File: src/rtl/ramfifo_pkg.sv
// Shared types and constants for the RAM-backed FIFO drain path.
// Buffer occupancy doubles as the skid buffer's state encoding.
package ramfifo_pkg;

    localparam int BUF_DEPTH = 2;
    localparam int CNT_W     = 16;

    typedef enum logic [1:0] {
        EMPTY = 2'd0,
        ONE   = 2'd1,
        TWO   = 2'd2
    } buf_state_t;

endpackage

File: src/rtl/ramfifo_drain_if.sv
// Drain-side bundle: FIFO control pop/empty, RAM read data and the downstream valid/ready port.
// master = the drain engine, slave = FIFO control + RAM + downstream consumer.
interface ramfifo_drain_if #(
    parameter int WIDTH = 32
);

    logic             fifo_empty;
    logic             fifo_read;
    logic [WIDTH-1:0] ram_rdata;
    logic             out_valid;
    logic [WIDTH-1:0] out_data;
    logic             out_ready;
    logic [1:0]       buf_count;

    modport master (
        input  fifo_empty,
        input  ram_rdata,
        input  out_ready,
        output fifo_read,
        output out_valid,
        output out_data,
        output buf_count
    );

    modport slave (
        output fifo_empty,
        output ram_rdata,
        output out_ready,
        input  fifo_read,
        input  out_valid,
        input  out_data,
        input  buf_count
    );

endinterface

File: src/rtl/ramfifo_skid2.sv
// Two-entry output buffer: write at tail, read at head, occupancy kept as an EMPTY/ONE/TWO state.
// Head data is combinational from storage; the caller guarantees no write into TWO without a read.
module ramfifo_skid2
    import ramfifo_pkg::*;
#(
    parameter int WIDTH = 32
) (
    input  logic             clock,
    input  logic             reset,
    input  logic             wr_en,
    input  logic [WIDTH-1:0] wr_data,
    input  logic             rd_en,
    output buf_state_t       state,
    output logic [WIDTH-1:0] head_data
);

    logic [WIDTH-1:0] mem [BUF_DEPTH];
    logic             wr_ptr;
    logic             rd_ptr;

    // Storage is not reset; stale entries are never visible because state gates validity.
    always_ff @(posedge clock) begin
        if (wr_en) begin
            mem[wr_ptr] <= wr_data;
        end
    end

    always_ff @(posedge clock) begin
        if (reset) begin
            state  <= EMPTY;
            wr_ptr <= 1'b0;
            rd_ptr <= 1'b0;
        end else begin
            if (wr_en) begin
                wr_ptr <= ~wr_ptr;
            end
            if (rd_en) begin
                rd_ptr <= ~rd_ptr;
            end
            case (state)
                EMPTY: begin
                    if (wr_en) begin
                        state <= ONE;
                    end
                end
                ONE: begin
                    if (wr_en && !rd_en) begin
                        state <= TWO;
                    end else if (!wr_en && rd_en) begin
                        state <= EMPTY;
                    end
                end
                TWO: begin
                    if (rd_en && !wr_en) begin
                        state <= ONE;
                    end
                end
                default: state <= EMPTY;
            endcase
        end
    end

    assign head_data = mem[rd_ptr];

endmodule

File: src/rtl/ramfifo_drain.sv
// Pops a RAM-backed FIFO into a 2-entry buffer; fifo_read to out_valid is 2 cycles, 1 word/cycle sustained.
// Pops are throttled so buffer + in-flight never exceeds 2; RAMFIFO_DRAIN_STATS_EN adds drain_count.
module ramfifo_drain
    import ramfifo_pkg::*;
#(
    parameter int WIDTH = 32
) (
    input  logic                clock,
    input  logic                reset,
    input  logic                enable,
    ramfifo_drain_if.master     bus
`ifdef RAMFIFO_DRAIN_STATS_EN
    ,
    output logic [CNT_W-1:0]    drain_count
`endif
);

    buf_state_t       state;
    logic [WIDTH-1:0] head_data;
    logic             inflight;
    logic             xfer;
    logic [2:0]       occ;

    assign xfer = enable & ~reset & (state != EMPTY) & bus.out_ready;

    // Occupancy after this cycle's accept; a new pop is only safe if its return has a slot.
    assign occ = {1'b0, state} + {2'b00, inflight} - {2'b00, xfer};

    assign bus.fifo_read = enable & ~reset & ~bus.fifo_empty & (occ < 3'd2);

    always_ff @(posedge clock) begin
        if (reset) begin
            inflight <= 1'b0;
        end else begin
            inflight <= bus.fifo_read;
        end
    end

    // Capture of a returning word ignores enable: the RAM only holds it for one cycle.
    ramfifo_skid2 #(
        .WIDTH     (WIDTH)
    ) u_skid (
        .clock     (clock),
        .reset     (reset),
        .wr_en     (inflight),
        .wr_data   (bus.ram_rdata),
        .rd_en     (xfer),
        .state     (state),
        .head_data (head_data)
    );

    assign bus.out_valid = ~reset & (state != EMPTY);
    assign bus.buf_count = reset ? 2'd0 : state;
    assign bus.out_data  = head_data;

`ifdef RAMFIFO_DRAIN_STATS_EN
    always_ff @(posedge clock) begin
        if (reset) begin
            drain_count <= '0;
        end else if (xfer) begin
            drain_count <= drain_count + CNT_W'(1);
        end
    end
`endif

endmodule
File: src/flat_wrapper.sv
// flat-port wrapper written by rule: the top's interface ports become plain ports
module ramfifo_drain_flat import ramfifo_pkg::*;
#(
    parameter int WIDTH = 32
)
  (clock, reset, enable, bus_fifo_empty, bus_ram_rdata, bus_out_ready, bus_fifo_read, bus_out_valid, bus_out_data, bus_buf_count);
  ramfifo_drain_if #(.WIDTH(WIDTH)) bus_i ();
  input  logic clock;
  input  logic reset;
  input  logic enable;
  input wire logic [$bits(bus_i.fifo_empty)-1:0] bus_fifo_empty;
  input wire logic [$bits(bus_i.ram_rdata)-1:0] bus_ram_rdata;
  input wire logic [$bits(bus_i.out_ready)-1:0] bus_out_ready;
  output wire logic [$bits(bus_i.fifo_read)-1:0] bus_fifo_read;
  output wire logic [$bits(bus_i.out_valid)-1:0] bus_out_valid;
  output wire logic [$bits(bus_i.out_data)-1:0] bus_out_data;
  output wire logic [$bits(bus_i.buf_count)-1:0] bus_buf_count;
  assign bus_i.fifo_empty = bus_fifo_empty;
  assign bus_i.ram_rdata = bus_ram_rdata;
  assign bus_i.out_ready = bus_out_ready;
  assign bus_fifo_read = bus_i.fifo_read;
  assign bus_out_valid = bus_i.out_valid;
  assign bus_out_data = bus_i.out_data;
  assign bus_buf_count = bus_i.buf_count;
  ramfifo_drain #(.WIDTH(WIDTH)) u_core (.clock(clock), .reset(reset), .enable(enable), .bus(bus_i));
endmodule
File: config.mk
export PLATFORM = sky130hd
export DESIGN_NAME = ramfifo_drain_flat
export DESIGN_NICKNAME = d
export VERILOG_FILES = /design/src/rtl/ramfifo_pkg.sv /design/src/rtl/ramfifo_drain_if.sv /design/src/rtl/ramfifo_skid2.sv /design/src/rtl/ramfifo_drain.sv /design/src/flat_wrapper.sv
export SDC_FILE = /design/constraint.sdc
export NUM_CORES = 1
export LEC_CHECK = 0
export CELL_PAD_IN_SITES_DETAIL_PLACEMENT = 1
export CELL_PAD_IN_SITES_GLOBAL_PLACEMENT = 2
export CORE_MARGIN = 3
export CORE_UTILIZATION = 33
export CTS_BUF_LIST = sky130_fd_sc_hd__clkbuf_8
export DETAILED_ROUTE_END_ITERATION = 8
export GPL_TIMING_DRIVEN = 1
export PLACE_DENSITY_LB_ADDON = 0.1
export SLEW_MARGIN = 10
export SYNTH_ARGS = -nofsm -noshare
export SYNTH_HDL_FRONTEND = slang
export SYNTH_HIERARCHICAL = 1
export SYNTH_SLANG_ARGS = --single-unit
File: constraint.sdc
create_clock -name clock -period 2.3 [get_ports clock]
set_input_delay 0.23 -clock clock [delete_from_list [all_inputs] [get_ports clock]]
set_output_delay 0.23 -clock clock [all_outputs]
set_load 0.005 [all_outputs]
==> reports/summary.txt, run 1 <==
Clock Path Buffers: 2
Final setup TNS: -134.0 ps
Register area: 2046 um^2
Worst hold path class: in2reg
Crit path max fanout: 2
Final Skew: 4.684 ps
Share of the synthesized area in the top cell type: 68.39%
Final hold violation count: 0
Count leader, synth: edfxtp_1
Fraction of the yosys area taken by sequential cells: 72.66%
DP HPWL: 3643 um
Initial Utilization: 34.03%
Num CTS Buffers: 9
Crit share post-route: 105.8%
Total of max-cap violations: 0
H-tree depth: 3
Vias in the first global route: 1677
Mean post-synth cell area: 20.36 um^2
Placed instance area: 3689 um^2
Filler cells: 832
Worst EP arrival: 2200 ps
Worst hold slack: 476.0 ps
Critical path required time: 2070 ps
RSZ-0062 raised after global routing: true
Cts hold-fix bufs: 0
Row cnt: 33
Antenna violations before repair: 0
Post-route ant nets: 0
First-pass GRT wire length: 8252 um
1st-pass router iterations: 4
Worst slew pin tran: 380.2 ps
Design Area, Final: 3919 um^2
Via count: 1472
PD cells: 648.5 nW/um^2
EDFF count, synth: 64
Synth cell count leaders: 64 x edfxtp_1, 30 x mux2_4, 10 x nor2_1
Worst-Skew Late Latency: 330 ps
Nets@finish: 270
CTS sink count: 70
GR Overflow Total: 0
Worst Setup End Kind: primary output
Core Area: 8258 um^2
RR Startpoint: u_core/u_skid/state[1]
Yosys reg bits: 70
Clk root buf: clkbuf_8
Clock Pin Slew Worst Setup and Hold Paths: 70 ps
Peak Freq: 410.9 MHz
Share of cells above drive strength 1: 29.06%
Synth area leaders: edfxtp_1 68%, mux2_4 16%, dfxtp_1 4.3%
Post-synth top area cell: edfxtp_1
Top Ports: 73
Setup violators final: 1
Cell Area, Synth: 2810 um^2
Final count of pins violating max slew: 0
Area growth from synthesis to final layout: 39.45%
Diode count: 0
Min Tclk post-route: 2434 ps
Via/cell ratio: 4.342
Hold Crit Depth: 1
PortBufs: 72
Top FF cell, synth: edfxtp_1
Failing checks: setup timing
CP Class: reg2out
Pre-CTS WS: -579.1 ps
Async S/R FF share, synth: 0%
Outcome: finished with violations
Die H: 98.28 um
Startpoint types: flop
Min-Delay Endpoint: u_core/u_skid/mem[1][10]
Die area: 9659 um^2
Peak VDD IR: 284.8 uV
Multi-input logic area: 721.9 um^2
Synth Net Count: 179
DR WL/cell: 15.29 um
DIE WIDTH: 98.28 um
Synth cell types: 20
Hold path start: bus_ram_rdata[10]
R2R setup slack: 290 ps
Final GP Congestion: 0.7717
Post-Syn Instances: 138
CTS tree: built
Worst slew margin: 74.65%
Static leakage: 1.384 nW
Synth warn: 6
Final WS setup: -134.0 ps
GRT Overall Usage: 11.29%
Worst R2R End: u_core/inflight
DR DRC count: 0
Final Routed Wirelength: 5184 um
R2R cell count: 8
1st-iter DRT viols: 34
Pin count of the biggest net entering global routing: 24
[power breakdown]
part / total (mW) / switching [mW] / leakage, nW / internal, mW
Clock: 0.924 / 0.432 / 0.0941 / 0.492
Sequential: 1.42 / 0.00861 / 0.631 / 1.42
Combinational: 0.192 / 0.0623 / 0.659 / 0.130
[per-stage QoR]
step	cells	power [mW]	utilization (%)
after floorplan	138	1.512	-
after global placement	321	1.636	44.67
after detailed placement	321	1.644	44.67
after CTS	339	2.588	47.39
after global routing	339	2.658	47.45
final	339	2.541	47.45
[cell type report]
type,instances,area share (%)
flip-flops and latches,70,52.20
repair buffers,84,20.88
clock inverters,7,1.692
well taps,105,3.352
inverters,3,0.2874
clock buffers,9,3.161
multi-input cells,61,18.42
[worst max-delay path by stage]
stage                      startpoint                 endpoint  slack, ps  cells past startpoint
3_3_place_gp                    reset            bus_fifo_read       -530                      8
3_5_place_dp                    reset            bus_fifo_read       -580                      8
2_1_floorplan         u_core/inflight  u_core/u_skid/mem[0][0]         60                      2
5_1_grt        u_core/u_skid/state[1]            bus_fifo_read       -260                      8
6_report       u_core/u_skid/state[1]            bus_fifo_read       -130                      8
4_1_cts        u_core/u_skid/state[1]            bus_fifo_read       -140                      8
[critical path, stage by stage (launching register included)]
cell and delay [ps]:
dfxtp_2 350, nor2_4 40, and4bb_2 330, ha_4 200, nand2b_4 130, fa_1 480
nand4bb_1 120, nor2_1 100, buf_2 120
[registers in the layout, summed over array words and instances (netlist names), named ones only]
register              flops
u_core/u_skid/state       2
u_core/inflight           1
u_core/u_skid/rd_ptr      1
u_core/u_skid/wr_ptr      1
u_core/u_skid/mem        64
[cells by family (layout without fill, tap and decap cells)]
group,count (synthesis),after routing,synth area share [%]
adder cells (fa/ha/maj),4,4,2.048
AND/OR/NAND/NOR,19,19,3.874
flip-flops,70,70,72.66
XOR/XNOR,3,3,0.9352
multiplexers,32,32,16.83
AO/OA/AOI/OAI,3,3,0.7121
buffers and inverters,7,103,2.939
[metal layers]
layer,share of wire (%),track usage [%],up-vias
li1,-,-,701
met1,41,12.56,709
met2,52,19.24,56
met3,5.7,4.000,6
met4,0.87,5.357,0
met5,0,0,-
[layout by cell type, fill, tap and decap left out]
cell type / n
buf_2: 1
inv_1: 4
a21oi_1: 1
nor4bb_1: 1
nand2b_1: 1
bufinv_16: 1
nor2_1: 8
ha_4: 1
buf_4: 11
mux2_2: 2
a211oi_1: 2
clkinv_2: 1
nor2b_1: 3
xnor2_1: 2
clkinv_1: 1
dfxtp_1: 3
buf_12: 1
nand2b_4: 1
mux2_4: 30
nand4bb_1: 1
xor2_1: 1
fa_1: 1
clkbuf_8: 9
clkinv_4: 1
and4bb_2: 1
ha_1: 2
clkinvlp_4: 2
edfxtp_1: 64
nor2_4: 2
dfxtp_2: 3
clkdlybuf4s50_1: 71
and2_2: 1
[what timing repair did]
action / CTS / global route
gates resized for setup: 9 / 1
endpoints found under the setup margin: 1 / 1
pin swaps: 3 / 1
buffers inserted: 2 / 0
(Power assumes the default switching activity.)
==> run 2: changes to the inputs <==
--- a/config.mk
+++ b/config.mk
@@ -5,10 +5,11 @@
 export SDC_FILE = /design/constraint.sdc
 export NUM_CORES = 1
 export LEC_CHECK = 0
+export ABC_AREA = 1
 export CELL_PAD_IN_SITES_DETAIL_PLACEMENT = 1
 export CELL_PAD_IN_SITES_GLOBAL_PLACEMENT = 2
-export CORE_MARGIN = 3
-export CORE_UTILIZATION = 33
+export CORE_MARGIN = 5
+export CORE_UTILIZATION = 30
 export CTS_BUF_LIST = sky130_fd_sc_hd__clkbuf_8
 export DETAILED_ROUTE_END_ITERATION = 8
 export GPL_TIMING_DRIVEN = 1
==> run 2 against run 1 <==
  * Sequential share of layout area decreased by 1.1 points
  * Setup slack got worse by 7.8 ps
  * Highest routed layer unchanged
  * Via count up 27%
  * The run still ends with setup timing left
  * Critical path depth up 2
  * Design area up 2.4%
  * Sequential power hardly changed
  * Non-clock buffer count rose by 2
  * Largest power group unchanged
  * Flip-flop and latch count did not move
  * Count of clock-buffer cells in the layout unchanged
==> reports/summary.txt, run 2 <==
Outcome: finished with violations
Failing checks: setup timing
Synth warn: 6 (unchanged)
DIE WIDTH: 108.4 um (+10%)
First-pass GRT wire length: 9149 um (+11%)
Post-synth top area cell: edfxtp_1
DR WL/cell: 12.27 um (-20%)
Critical path required time: 2070 ps (about the same)
DR WL met3: 307 um (+3.4%)
CP Class: reg2out
1st-pass router iterations: 3 (-1)
Worst hold slack: 403.6 ps (-72.41 ps)
CTS sink count: 70 (unchanged)
Most frequent cells in the layout: 68 x clkdlybuf4s50_1, 64 x edfxtp_1, 46 x inv_1
Finished Layout Cells: 450 (+33%)
Worst-Skew Late Latency: 330 ps (about the same)
Slowest CP cell: fa_1
CTS tree: built
DR DRC count: 0 (unchanged)
Peak VDD IR: 265.6 uV (-6.7%)
H-tree depth: 3 (unchanged)
R2R setup slack: 240 ps (-50 ps)
Yosys reg bits: 70 (unchanged)
Core Area: 9594 um^2 (+16%)
Synth cell types: 19 (-5.0%)
PortBufs: 72 (unchanged)
Area growth from synthesis to final layout: 38.19%
Min Tclk post-route: 2442 ps (+7.833 ps)
Final Skew: 6.303 ps (+1.619 ps)
Top Ports: 73 (unchanged)
GRT Overall Usage: 10.48% (-0.81 points)
Die area: 11740 um^2 (+22%)
Max reg flops: 64 (unchanged)
Top FF cell, synth: edfxtp_1
1st-iter DRT viols: 45 (+32%)
Vias in the first global route: 1986 (+18%)
Crit path top cell by count: nor2_1
GR Overflow Total: 0 (unchanged)
Filler cells: 1055 (+27%)
Synth Net Count: 264 (+47%)
Worst hold path class: in2reg
Via count: 1867 (+27%)
Num CTS Buffers: 9 (unchanged)
Total of max-cap violations: 0 (unchanged)
Async S/R FF share, synth: 0% (unchanged)
Worst EP arrival: 2210 ps (about the same)
Diode count: 0 (unchanged)
Clock Pin Slew Worst Setup and Hold Paths: 70 ps (about the same)
Share of the synthesized area in the top cell type: 66.21% (-2.2 points)
Setup violators final: 1 (unchanged)
Synth area leaders: edfxtp_1 66%, o21ai_2 8.8%, inv_1 5.8%
Row cnt: 36 (+9.1%)
Crit path max fanout: 2 (unchanged)
Post-route ant nets: 0 (unchanged)
Static leakage: 1.503 nW (+8.6%)
RSZ-0062 raised after global routing: true
Cts hold-fix bufs: 0 (unchanged)
Max stage delay on crit path: 480 ps (about the same)
EDFF count, synth: 64 (unchanged)
Worst Setup End Kind: primary output
Nets@finish: 354 (+31%)
Clk root buf: clkbuf_8
Final count of pins violating max slew: 0 (unchanged)
Peak Freq: 409.5 MHz (-0.32%)
Pin count of the biggest net entering global routing: 39 (+63%)
Clock Path Buffers: 2 (unchanged)
Most common cell after layout, fill and taps aside: clkdlybuf4s50_1
Cell Area, Synth: 2903 um^2 (+3.3%)
Wire length on met1: 2356 um (+9.6%)
PD cells: 599.2 nW/um^2 (-7.6%)
Top routing layer in use: met4
Via/cell ratio: 4.149 (-4.5%)
Metal2 WL: 2719 um (+1.1%)
Share of cells above drive strength 1: 21.14% (-7.9 points)
Fraction of the yosys area taken by sequential cells: 70.34% (-2.3 points)
Biggest register: u_core/u_skid/mem
Synth cell count leaders: 64 x edfxtp_1, 45 x inv_1, 40 x nand2_1
Worst slew margin: 70.97% (-3.7 points)
Final GP Congestion: 0.6879 (-11%)
Crit share post-route: 106.2% (+0.34 points)
Startpoint types: flop
Mean post-synth cell area: 13.02 um^2 (-36%)
Count leader, synth: edfxtp_1
Pre-CTS WS: -711.5 ps (-132.4 ps)
Final Routed Wirelength: 5522 um (+6.5%)
Worst path cell trace: nor2_4 -> nor2_2 -> ha_1 -> or2_1 -> fa_1 -> inv_1 -> nor2_1 -> nand2_1 -> nor2_1 -> buf_2
Antenna violations before repair: 0 (unchanged)
DP HPWL: 3855 um (+5.8%)
Post-Syn Instances: 223 (+62%)
Initial Utilization: 30.26% (-3.8 points)
Worst slew pin tran: 434.5 ps (+54.27 ps)
Regs by FF count: u_core/u_skid/mem (64), u_core/u_skid/state (2)
Power Total: 2.404 mW (-5.4%)
Final WS setup: -141.8 ps (-7.833 ps)
Final hold violation count: 0 (unchanged)
Die H: 108.4 um (+10%)
Post-Place Cells: 431 (+34%)
==> run 2: cell types whose count changed in the layout (fill, tap and decap cells not counted), sizes merged, moves of 2 or more <==
cell / delta
o21ai: +33
buf: +2
nor2b: -3
dlygate4sd2: +2
nand2: +42
clkdlybuf4s50: -3
nor2: +7
a211oi: -2
inv: +42
nand2b: -2
mux2: -32
==> run 2: stage by stage <==
step	area [um^2]	utilization (%)	setup TNS, ps
floorplan	2903	-	0
global placement	3815	39.76	-696.2
CTS	4026	41.97	-351.8
finish	4011	41.81	-141.8
detailed placement	3815	39.76	-749.7
global route	4011	41.81	-330.9
==> run 2: layout make-up <==
type	count	area (um^2)	area share (%)
Tap cell	133	166.4	4.148
Clock buffer	9	123.9	3.088
Inverter	45	168.9	4.211
Multi-Input combinational cell	101	610.6	15.22
Sequential cell	70	2048	51.06
Clock inverter	6	31.28	0.7798
Timing Repair Buffer	86	862.1	21.49
==> run 2: layer usage <==
layer | GRT usage (%) | vias up
li1 | - | 913
met1 | 12.27 | 894
met2 | 16.92 | 49
met3 | 3.045 | 11
met4 | 6.492 | 0
met5 | 0 | -
==> run 2: final timing paths <==
check	depth (start not counted)	to	startpoint
max	10	bus_fifo_read	u_core/u_skid/state[0]
min	3	flop	reset
max reg2reg	11	u_core/inflight	u_core/u_skid/state[0]
min reg2reg	2	u_core/u_skid/rd_ptr	u_core/u_skid/rd_ptr
==> run 2: logic make-up (layout without fill, tap and decap cells) <==
logic type	count (synthesis)	in the layout	synth area share (%)
flip-flops	70	70	70.34
AND/OR/NAND/NOR	62	62	8.535
buffers and inverters	52	146	9.224
AO/OA/AOI/OAI	34	34	9.612
adder cells (fa/ha/maj)	4	4	1.983
XOR/XNOR	1	1	0.3018
==> run 2: critical path, delay by kind of cell (launching register included) <==
kind / cells / cell delay (ps)
adders and majority gates: 2 / 740
and+or+nand+nor: 6 / 650
DFF: 1 / 330
buffers and inverters: 2 / 150
==> run 2: repair_timing <==
item	CTS	global route
setup endpoints to repair	1	2
resized for setup	10	3
setup buffers	7	1
pin swaps	10	7
==> run 2: where the power goes <==
group	switching, mW	leakage, nW	internal, mW
logic	0.0749	0.786	0.120
clock network	0.414	0.0858	0.373
registers	0.00739	0.632	1.41
total	0.496	1.50	1.91
==> run 3: changes to the inputs <==
--- a/config.mk
+++ b/config.mk
@@ -19,3 +19,4 @@
 export SYNTH_HDL_FRONTEND = slang
 export SYNTH_HIERARCHICAL = 1
 export SYNTH_SLANG_ARGS = --single-unit
+export TNS_END_PERCENT = 50
==> run 3 against run 2 <==
  * The run still ends with setup timing left
  * Sequential power about the same
  * Register-to-register slack worse by 350 ps
  * Clock power barely moved
  * Global-route usage unchanged
==> reports/summary.txt, run 3 (synthesized netlist as in run 2, its figures left out) <==
Post-Place Cells: 431 (unchanged)
Clock Pin Slew Worst Setup and Hold Paths: 70 ps (about the same)
Peak Freq: 409.4 MHz (about the same)
Finished Layout Cells: 453 (+0.67%)
Final hold violation count: 0 (unchanged)
DR WL/cell: 12.22 um (-0.39%)
Core Area: 9594 um^2 (unchanged)
DR DRC count: 0 (unchanged)
Num CTS Buffers: 9 (unchanged)
Max stage delay on crit path: 480 ps (about the same)
Most common cell after layout, fill and taps aside: clkdlybuf4s50_1
Clk root buf: clkbuf_8
Hold path start: reset
Worst path cell trace: nor2_4 -> nor2_2 -> ha_1 -> or2_1 -> fa_1 -> inv_1 -> nor2_1 -> nand2_1 -> nor2_1 -> buf_2
Slowest CP cell: fa_1
Static leakage: 1.516 nW (+0.84%)
Final count of pins violating max slew: 0 (unchanged)
Worst EP arrival: 2210 ps (about the same)
DIE WIDTH: 108.4 um (unchanged)
H-tree depth: 3 (unchanged)
Placed instance area: 3815 um^2 (unchanged)
Area growth from synthesis to final layout: 38.84%
1st-iter DRT viols: 46 (+2.2%)
Initial Utilization: 30.26% (unchanged)
Biggest register: u_core/u_skid/mem
GRT Overall Usage: 10.48% (unchanged)
Regs by FF count: u_core/u_skid/mem (64), u_core/u_skid/state (2)
Die H: 108.4 um (unchanged)
Total of max-cap violations: 0 (unchanged)
CP Class: reg2out
Clock Path Buffers: 2 (unchanged)
Final Util: 42.01% (+0.20 points)
Nets@finish: 357 (+0.85%)
Worst slew margin: 70.79% (-0.18 points)
Post-route ant nets: 0 (unchanged)
R2R cell count: 14 (+3)
Outcome: finished with violations
Pre-CTS WS: -711.5 ps (unchanged)
Failing checks: setup timing
GR Overflow Total: 0 (unchanged)
Final setup TNS: -250.0 ps (-108.2 ps)
CTS sink count: 70 (unchanged)
Cts hold-fix bufs: 0 (unchanged)
CTS tree: built
Vias in the first global route: 1986 (unchanged)
Worst slew pin tran: 437.2 ps (+2.670 ps)
1st-pass router iterations: 3 (unchanged)
Worst R2R End: u_core/inflight
Die area: 11740 um^2 (unchanged)
Diode count: 0 (unchanged)
PD cells: 597.0 nW/um^2 (-0.36%)
Final Routed Wirelength: 5537 um (+0.27%)
Critical path required time: 2070 ps (about the same)
RR Startpoint: u_core/u_skid/state[0]
Worst-Skew Late Latency: 330 ps (about the same)
Worst Setup End Kind: primary output
PortBufs: 72 (unchanged)
Register area: 2048 um^2 (unchanged)
R2R setup slack: -110 ps (-350 ps)
Antenna violations before repair: 0 (unchanged)
Via count: 1880 (+0.70%)
Multi-input logic area: 610.6 um^2 (unchanged)
RSZ-0062 raised after global routing: true
Share of cells above drive strength 1: 21.88% (+0.74 points)
Hold Crit Depth: 3 (unchanged)
Worst hold slack: 403.7 ps (+0.1410 ps)
Via/cell ratio: 4.150 (about the same)
Crit path top cell by count: nor2_1
Min Tclk post-route: 2443 ps (+1.021 ps)
Final GP Congestion: 0.6879 (unchanged)
Crit share post-route: 106.2% (about the same)
Crit path from: u_core/u_skid/state[0]
Crit path max fanout: 2 (unchanged)
First-pass GRT wire length: 9149 um (unchanged)
Filler cells: 1051 (-0.38%)
Peak VDD IR: 265.6 uV (unchanged)
Max reg flops: 64 (unchanged)
Setup violators final: 2 (+1)
Final WS setup: -142.8 ps (-1.021 ps)
Pin count of the biggest net entering global routing: 39 (unchanged)
Row cnt: 36 (unchanged)
Worst hold path class: in2reg
Startpoint types: flop
Power Total: 2.406 mW (+0.11%)
Top Ports: 73 (unchanged)
Design Area, Final: 4030 um^2 (+0.47%)
Final Skew: 6.044 ps (-0.2590 ps)
DP HPWL: 3855 um (unchanged)
Most frequent cells in the layout: 68 x clkdlybuf4s50_1, 64 x edfxtp_1, 46 x inv_1
==> run 3: cell types whose count changed in the layout (fill, tap and decap cells not counted), sizes merged <==
cell,before,now
buf,15,18
==> run 3: how the worst max path moves through the flow <==
stage / endpoint / cells after the start / slack (ps)
floorplan: u_core/u_skid/mem[0][0] / 2 / 80
global placement: bus_fifo_read / 12 / -680
detailed placement: bus_fifo_read / 12 / -710
CTS: bus_fifo_read / 10 / -220
global route: bus_fifo_read / 10 / -340
finish: bus_fifo_read / 10 / -140
==> run 3: layout make-up <==
cell class | instances | share of cell area, %
clock buffer | 9 | 3.074
timing repair buffer | 89 | 21.86
multi-input combinational | 101 | 15.15
inverter | 45 | 4.191
clock inverter | 6 | 0.7762
sequential | 70 | 50.82
tap | 133 | 4.129
==> run 3: layer usage <==
layer	share of wire, %	vias up	global-route usage, %
met5	0	-	0
li1	-	919	-
met1	43	901	12.27
met4	2.5	0	6.492
met2	49	49	16.92
met3	5.5	11	3.045
==> run 3: timing repair <==
action	CTS	global route
setup buffers	7	0
gates resized for setup	10	2
pin swaps	10	6
endpoints found under the setup margin	1	2
==> run 3: critical path, delay by kind of cell, from the launching register on <==
kind	cells	cell delay, ps
simple gates	6	650
buf+inv	2	150
flops	1	330
fa+ha+maj	2	740
==> run 3: report_power, final <==
part | switching, mW | internal (mW) | leakage (nW) | total [mW]
Sequential | 0.00739 | 1.41 | 0.632 | 1.42
Combinational | 0.0753 | 0.122 | 0.798 | 0.197
Clock | 0.414 | 0.373 | 0.0858 | 0.787
Total | 0.497 | 1.91 | 1.52 | 2.41
